--- src/rtl/pll_ctrl_defs.sv ---
// Shared definitions for the PLL lock sequencer: state encodings and output decode.
package pll_ctrl_defs;

    localparam int unsigned ST_W = 3;

    localparam logic [ST_W-1:0] PLL_RST   = 3'd0;
    localparam logic [ST_W-1:0] WAIT_LOCK = 3'd1;
    localparam logic [ST_W-1:0] STABLE    = 3'd2;
    localparam logic [ST_W-1:0] RUN       = 3'd3;
    localparam logic [ST_W-1:0] FAULT     = 3'd4;

    typedef struct packed {
        logic pll_resetb;
        logic sys_reset_n;
        logic pll_ready;
        logic fault;
    } seq_out_t;

    // Level outputs implied by a state; registered against the next state.
    function automatic seq_out_t decode_outputs(input logic [ST_W-1:0] st);
        seq_out_t o;
        o = '0;
        case (st)
            WAIT_LOCK, STABLE: o.pll_resetb = 1'b1;
            RUN: begin
                o.pll_resetb  = 1'b1;
                o.sys_reset_n = 1'b1;
                o.pll_ready   = 1'b1;
            end
            FAULT:   o.fault = 1'b1;
            default: o = '0;
        endcase
        return o;
    endfunction

endpackage

--- src/rtl/sync_2ff.sv ---
// Two-flop synchroniser with a configurable reset value.
module sync_2ff #(
    parameter logic RST_VAL = 1'b0
) (
    input  logic clk,
    input  logic rst_n,
    input  logic d,
    output logic q
);

    logic meta_q;
    logic sync_q;

    always_ff @(posedge clk or negedge rst_n) begin
        if (!rst_n) begin
            meta_q <= RST_VAL;
            sync_q <= RST_VAL;
        end else begin
            meta_q <= d;
            sync_q <= meta_q;
        end
    end

    assign q = sync_q;

endmodule

--- src/rtl/pll_lock_sequencer.sv ---
// PLL bring-up sequencer: pulses RESETB, qualifies LOCK, releases system reset,
// retries on timeout, and latches a fault after the retry budget is spent.
module pll_lock_sequencer
    import pll_ctrl_defs::*;
#(
    parameter int unsigned PLL_RESET_CYCLES    = 16,
    parameter int unsigned LOCK_STABLE_CYCLES  = 1024,
    parameter int unsigned LOCK_TIMEOUT_CYCLES = 24000,
    parameter int unsigned MAX_RETRIES         = 3,
    parameter int unsigned CNT_W               = 16
) (
    input  logic                                clock,
    input  logic                                reset_n,
    input  logic                                pll_lock_async,
    input  logic                                relock_req,
    output logic                                pll_resetb,
    output logic                                sys_reset_n,
    output logic                                pll_ready,
    output logic                                lock_lost,
    output logic                                fault,
    output logic [$clog2(MAX_RETRIES+1)-1:0]    retry_count
);

    localparam int unsigned RC_W = $clog2(MAX_RETRIES + 1);

    logic              lock_s;
    logic [ST_W-1:0]   state_q,     state_d;
    logic [CNT_W-1:0]  tmo_cnt_q,   tmo_cnt_d;
    logic [CNT_W-1:0]  stb_cnt_q,   stb_cnt_d;
    logic [RC_W-1:0]   retry_q,     retry_d;
    logic              lock_lost_q, lock_lost_d;
    seq_out_t          out_q,       out_d;

    logic [CNT_W-1:0]  tmo_inc;
    logic [CNT_W-1:0]  stb_inc;
    logic              timeout;
    logic              stb_done;

    sync_2ff #(.RST_VAL(1'b0)) u_lock_sync (
        .clk   (clock),
        .rst_n (reset_n),
        .d     (pll_lock_async),
        .q     (lock_s)
    );

    // Counts include the current cycle, so a compare on the increment fires on the Nth cycle.
    assign tmo_inc  = tmo_cnt_q + CNT_W'(1);
    assign stb_inc  = stb_cnt_q + CNT_W'(1);
    assign timeout  = (tmo_inc >= CNT_W'(LOCK_TIMEOUT_CYCLES));
    assign stb_done = lock_s && (stb_inc >= CNT_W'(LOCK_STABLE_CYCLES));

    always_ff @(posedge clock or negedge reset_n) begin
        if (!reset_n) begin
            state_q     <= PLL_RST;
            tmo_cnt_q   <= '0;
            stb_cnt_q   <= '0;
            retry_q     <= '0;
            lock_lost_q <= 1'b0;
            out_q       <= '0;
        end else begin
            state_q     <= state_d;
            tmo_cnt_q   <= tmo_cnt_d;
            stb_cnt_q   <= stb_cnt_d;
            retry_q     <= retry_d;
            lock_lost_q <= lock_lost_d;
            out_q       <= out_d;
        end
    end

    always_comb begin
        state_d     = state_q;
        tmo_cnt_d   = tmo_cnt_q;
        stb_cnt_d   = stb_cnt_q;
        retry_d     = retry_q;
        lock_lost_d = 1'b0;

        case (state_q)
            PLL_RST: begin
                stb_cnt_d = '0;
                if (tmo_inc >= CNT_W'(PLL_RESET_CYCLES)) begin
                    state_d   = WAIT_LOCK;
                    tmo_cnt_d = '0;
                end else begin
                    tmo_cnt_d = tmo_inc;
                end
            end
            WAIT_LOCK, STABLE: begin
                // Timeout runs across lock glitches; stable count restarts on any drop.
                tmo_cnt_d = tmo_inc;
                stb_cnt_d = lock_s ? stb_inc : '0;
                if (stb_done) begin
                    state_d   = RUN;
                    tmo_cnt_d = '0;
                    stb_cnt_d = '0;
                end else if (timeout) begin
                    tmo_cnt_d = '0;
                    stb_cnt_d = '0;
                    if (retry_q < RC_W'(MAX_RETRIES)) begin
                        retry_d = retry_q + RC_W'(1);
                        state_d = PLL_RST;
                    end else begin
                        state_d = FAULT;
                    end
                end else begin
                    state_d = lock_s ? STABLE : WAIT_LOCK;
                end
            end
            RUN: begin
                if (!lock_s) begin
                    lock_lost_d = 1'b1;
                    state_d     = PLL_RST;
                    retry_d     = '0;
                end else if (relock_req) begin
                    state_d = PLL_RST;
                    retry_d = '0;
                end
            end
            FAULT: begin
                if (relock_req) begin
                    state_d = PLL_RST;
                    retry_d = '0;
                end
            end
            default: begin
                state_d   = PLL_RST;
                tmo_cnt_d = '0;
                stb_cnt_d = '0;
                retry_d   = '0;
            end
        endcase

        out_d = decode_outputs(state_d);
    end

    assign pll_resetb  = out_q.pll_resetb;
    assign sys_reset_n = out_q.sys_reset_n;
    assign pll_ready   = out_q.pll_ready;
    assign fault       = out_q.fault;
    assign lock_lost   = lock_lost_q;
    assign retry_count = retry_q;

endmodule
--- config.mk ---
export PLATFORM = sky130hd
export DESIGN_NAME = pll_lock_sequencer
export DESIGN_NICKNAME = d
export VERILOG_FILES = /design/src/rtl/pll_ctrl_defs.sv /design/src/rtl/sync_2ff.sv /design/src/rtl/pll_lock_sequencer.sv
export SDC_FILE = /design/constraint.sdc
export NUM_CORES = 1
export LEC_CHECK = 0
export CELL_PAD_IN_SITES_DETAIL_PLACEMENT = 0
export CELL_PAD_IN_SITES_GLOBAL_PLACEMENT = 1
export CORE_MARGIN = 4
export CORE_UTILIZATION = 44
export CTS_CLUSTER_SIZE = 10
export DETAILED_ROUTE_END_ITERATION = 6
export PLACE_DENSITY_LB_ADDON = 0.05
export SYNTH_ARGS = -nofsm -noshare
export SYNTH_HDL_FRONTEND = slang
export SYNTH_SLANG_ARGS = --single-unit
export TNS_END_PERCENT = 50
--- constraint.sdc ---
create_clock -name clock -period 2.9 [get_ports clock]
set_input_delay 0.58 -clock clock [delete_from_list [all_inputs] [get_ports clock]]
set_output_delay 0.58 -clock clock [all_outputs]
set_load 0.005 [all_outputs]
Word-level counts from Yosys, hierarchy flattened. Cells that the tools add are included.

Register bits: 44. Input bits: 4. Word-level logic and storage cells: 63.

Add/subtract/negate cells: 3. $lt $le $gt $ge: 4. Equal/unequal tests: 11. Multiplexer cells: 27. Bitwise operators: 1. Reductions and logical operators: 6.

Operator list (number): 16-bit 2-to-1 mux (6); 16-bit case mux with 3 select lines (1); 16-bit by 1-bit adder with 16-bit output (second input constant) (2); 16-bit case mux with 2 select lines (1); 3-bit 2-to-1 mux (6); 16-bit by 11-bit >= comparator with 1-bit output (second input constant) (1); 16-bit by 15-bit >= comparator with 1-bit output (second input constant) (1); 16-bit by 5-bit >= comparator with 1-bit output (second input constant) (1); 2-bit 2-to-1 mux (7); 3-bit by 2-bit == test with 1-bit output (second input constant) (4); 3-bit case mux with 4 select lines (1); 2-bit case mux with 4 select lines (1); 3-bit by 1-bit == test with 1-bit output (second input constant) (2); 3-bit == test (second input constant) (2); 2-bit != test (second input constant) (3); 1-bit 2-to-1 mux (4); 4-bit AND reduction (1); 2-bit OR reduction (2); 3-bit logical NOT (1); 3-bit OR reduction (1); 2-bit by 1-bit adder with 2-bit output (second input constant) (1); 2-bit < comparator (second input constant) (1); 1-bit logical AND (1); 1-bit NOT (1).

Logic depth before layout (Yosys ltp).
Word-level depth: 8. Mapped depth: 11.

Cells and area by module. A second synthesis with hierarchy kept.

Cells, all modules: 302. Area, all modules: 2646.3 um^2.

By module, submodules not included: pll_lock_sequencer (instances 1, cells an instance 300, area each 2596.2 um^2); sync_2ff (instances 1, cells an instance 2, area each 50.0 um^2).

Worst setup path before layout. Ideal clock, no wire load.

Path type: register to register. From: register tmo_cnt_q[9]. To: register stb_cnt_q[3]. Setup time: 121 ps. Data arrival time: 2231 ps. Data required time: 2779 ps. Path slack: 548 ps. Stages on the path, launching flop included: 11. Path buffers: 2. Period minus slack after synthesis: 2352 ps. Cell sequence: dfrtp_1 buf_2 nand4_1 or2_1 or3_4 a211oi_2 a21boi_1 and3_1 buf_2 a21o_1 a22o_1.

Longest elaborated chain between the ends: 5.

Ends and longest elaborated chain: from (decl) (line pll_lock_sequencer.sv:28) `logic [CNT_W-1:0] tmo_cnt_q, tmo_cnt_d;`; from (signal assigned) (line pll_lock_sequencer.sv:62) `tmo_cnt_q <= tmo_cnt_d;`; 16-bit by 1-bit adder with 16-bit output (line pll_lock_sequencer.sv:47) `assign tmo_inc = tmo_cnt_q + CNT_W'(1);`; 16-bit by 15-bit >= comparator with 1-bit output (line pll_lock_sequencer.sv:49) `assign timeout = (tmo_inc >= CNT_W'(LOCK_TIMEOUT_CYCLES));`; 16-bit 2-to-1 mux (line pll_lock_sequencer.sv:95) `end else if (timeout) begin`; 16-bit 2-to-1 mux (line pll_lock_sequencer.sv:91) `if (stb_done) begin`; 16-bit case mux with 2 select lines (line pll_lock_sequencer.sv:77) `case (state_q)`; to (signal assigned) (line pll_lock_sequencer.sv:63) `stb_cnt_q <= stb_cnt_d;`; to (decl) (line pll_lock_sequencer.sv:29) `logic [CNT_W-1:0] stb_cnt_q, stb_cnt_d;`.

No other way between the ends. A chain may end at the register's enable or synchronous reset.

Worst setup path in the final report.
From: register tmo_cnt_q[0]. To: register tmo_cnt_q[3].

Longest elaborated chain between the ends: 5. Elaborated cells between the ends (all ways): 7. Classes of those cells: 1 x add/sub; 2 x order compare; 4 x mux.

Ends and longest elaborated chain (line): 16-bit by 1-bit adder with 16-bit output (*) (pll_lock_sequencer.sv:47); 16-bit by 15-bit >= comparator with 1-bit output (pll_lock_sequencer.sv:49); 16-bit 2-to-1 mux (pll_lock_sequencer.sv:95); 16-bit 2-to-1 mux (pll_lock_sequencer.sv:91); 16-bit case mux with 3 select lines (*) (pll_lock_sequencer.sv:77).

Every way passes the cells marked *; elsewhere a longest branch is shown, timed or not.

==> results.py <==
metrics = {
    "global_routing": {
        "antenna_found_initial": 0,
        "use_met2": 0.262,
        "met1_usage": 0.263,
        "grt_pass1_wl_mm": 10.4,
        "grt_max_degree": 44,
        "met3_usage": 0.0340,
        "grt_overflow": 0,
        "top_usage_layer": "met1",
        "grt_usage": 0.178,
        "first_global_vias": 2097,
    },
    "route": {
        "drc": 0,
        "wl_per_cell_um": 15.8,
        "drt-total-wl_mm": 5.98,
        "via_per_inst": 5.76,
        "first_pass_iters": 4,
        "drt_iter0_drc": 173,
        "ant_nets": 0,
        "vias": 2182,
    },
    "die": {
        "die-area_sq_um": 7300,
        "initial_core_util": 0.465,
        "pin_count": 11,
        "core_sq_um": 5680,
        "rows": 27,
        "die_x_um": 85.4,
        "die_h_um": 85.4,
    },
    "cells_and_area": {
        "antennaDiodeCount": 0,
        "area_growth_pct": 10.5,
        "fin_nets": 314,
        "layout-drive-gt1-share": 0.127,
        "fin_area_sq_um": 2920,
    },
    "timing": {
        "layout_min_cycle_time_ns": 2.69,
        "finalHoldViolations": 0,
        "fin_ws_ns": 0.211,
        "tightest_slew_ns": 0.984,
        "fin_hold_ws_ns": 0.356,
        "fin_tns_setup_ns": 0,
        "finalSetupViolCount": 0,
        "finalClockSkew_ns": 0.00890,
        "drv_slew": 0,
        "fmax_mhz": 372,
        "fin_crit_sh": 0.927,
        "slew_headroom": 0.344,
        "rsz0062_at_grt": "false",
    },
    "yosys": {
        "synthTopCellsByArea": "dfrtp_1 41%, nand2_1 4.4%, nand3_1 2.8%",
        "postSynthAreaPerCell_sq_um": 9.00,
        "synth_top_area_frac": 0.408,
        "synth_commonest_cells": "43 x dfrtp_1, 31 x nand2_1, 20 x nor2_1",
        "synthFlopType": "dfrtp_1",
        "netlist_instances": 293,
        "seq_area_frac_synth": 0.408,
        "synth-edff-count": 0,
        "yosysMostFrequentCell": "dfrtp_1",
        "yosys.cell_types.count": 65,
        "syn_area_sq_um": 2640,
        "yosys_warnings": 0,
        "syn-num-nets": 301,
        "async_flop_share": 1.00,
        "ys_seq_elements": 43,
        "yosys.area.top_type": "dfrtp_1",
    },
    "setup_path": {
        "path_class": "flip-flop to flip-flop",
        "cp-end-kind": "flip-flop",
        "path_max_fanout": 16,
        "max_stage_delay_ns": 0.44,
        "worstPathRequired_ns": 3.14,
        "reg2regPathDepth": 9,
        "worstSetupStartpointType": "flip-flop",
        "crit_slowest_cell": "dfrtp_1",
        "cp_cell_sequence": "ha_1 > nand4_1 > o311a_1 > nor4_2 > a211oi_2 > a21bo_1 > o21ai_4 > and3_1 > a221o_1",
        "critPathArrivalTime_ns": 2.93,
    },
    "power_and_ir_drop": {
        "vdd_drop_max_mv": 0.290,
        "p_switching_mw": 0.561,
        "netSwitchingFraction": 0.358,
        "clockPowerShare": 0.249,
        "p_int_mw": 1.01,
        "power_density_nw_per_um2": 538,
        "power.sequential.fraction": 0.470,
        "p_leak_nw": 1.29,
        "combPwrFrac": 0.281,
    },
    "clocking": {
        "root_buffer": "clkbuf_8",
        "cts_buffers": 5,
        "cts_setup_buffers": 0,
        "clk_latency_ns": 0.30,
        "cts_hold_buf": 0,
        "h-tree-depth": 2,
        "cts.repair.resized": 0,
        "cts_tree": "yes",
        "clockBufferDepth": 2,
        "cts.sinks": 43,
        "clkTransAtPathRegs_ns": 0.09,
    },
    "hold_path": {
        "holdPathStages": 0,
        "hp-class": "flip-flop to flip-flop",
    },
    "place": {
        "gp_congestion": 0.803,
        "port_buffers": 10,
        "place_ws_ns": 0.257,
        "place_hpwl_mm": 4.28,
        "dpl_cell_area_sq_um": 2830,
    },
    "outcome": {
        "run_status": "finished, final reports clean",
    },
    "run": {
        "maxCapViolCount": 0,
    },
}
cells by family after synthesis:
family          after synthesis  synth area share
simple gates                141             0.299
compound gates               64             0.174
flops                        43             0.408
buf+inv                      27            0.0498
xor+xnor                      8            0.0266
mux                           6            0.0237
fa+ha+maj                     4            0.0190
placed cells by master, fill, tap and decap left out, drive strengths merged, types with 3 or more instances in the layout:
cell type	synthesis	final
dfrtp	43	43
nand2	31	31
nor2	21	21
o21ai	16	16
nand3	15	15
buf	10	14
a21oi	13	13
nand4	13	13
nor3	12	12
inv	10	10
and2	10	10
clkdlybuf4s50	0	9
nor4	8	8
and3	6	6
xnor2	6	6
clkbuf	7	6
a21o	5	5
a22o	5	5
or3	5	5
nand2b	4	4
mux2i	4	4
ha	4	4
a31oi	3	3
or2	3	3
o32ai	3	3
nor2b	3	3
layout make-up:
cell class                 count  area, sq um
clock inverter                 2         12.5
clock buffer                   6         72.6
timing repair buffer          23          193
inverter                      10         37.5
sequential                    43         1080
fill                         554         2760
multi-input combinational    223         1430
tap                           72         90.1
critical path: cells and delay by family (launching register included):
family | cells | cell delay (ns)
AOI/OAI and AO/OA | 5 | 1.27
adders and majority gates | 1 | 0.23
DFF | 1 | 0.44
and+or+nand+nor | 3 | 0.69
worst paths after layout:
path / slack, ns / from / end
max reg2reg: 0.21 / tmo_cnt_q[0] / tmo_cnt_q[3]
min in group asynchronous: 0.44 / reset_n / tmo_cnt_q[8]
max: 0.21 / tmo_cnt_q[0] / tmo_cnt_q[3]
min: 0.36 / u_lock_sync.meta_q / u_lock_sync.q
max in group asynchronous: 1.85 / reset_n / pll_resetb
min reg2reg: 0.36 / u_lock_sync.meta_q / u_lock_sync.q
flip-flops by register name, indices dropped and copies added (netlist names):
signal	flops
stb_cnt_q	16
tmo_cnt_q	16
state_q	3
retry_count	2
fault	1
lock_lost	1
pll_ready	1
pll_resetb	1
u_lock_sync.meta_q	1
u_lock_sync.q	1
metal layers:
layer  part of all wire  vias up
li1                   -     1096
met1               0.49     1032
met2               0.46       43
met3              0.032       11
met4              0.019        0
met5                  0        -
stage by stage:
stage          utilization  power, mW  std cells
3_5_place_dp         0.499       1.18        371
6_report             0.514       1.57        379
2_1_floorplan            -       1.08        293
3_3_place_gp         0.499       1.19        371
4_1_cts              0.514       1.57        379
5_1_grt              0.514       1.68        379
power by group through the flow:
stage | clock [mW] | sequential [mW] | combinational [mW]
6_report | 0.391 | 0.737 | 0.441
5_1_grt | 0.432 | 0.750 | 0.495
4_1_cts | 0.399 | 0.734 | 0.442
3_5_place_dp | 0 | 0.744 | 0.441
3_3_place_gp | 0 | 0.746 | 0.440
2_1_floorplan | 0 | 0.715 | 0.364
No activity file was read; power rests on OpenSTA's default activity.
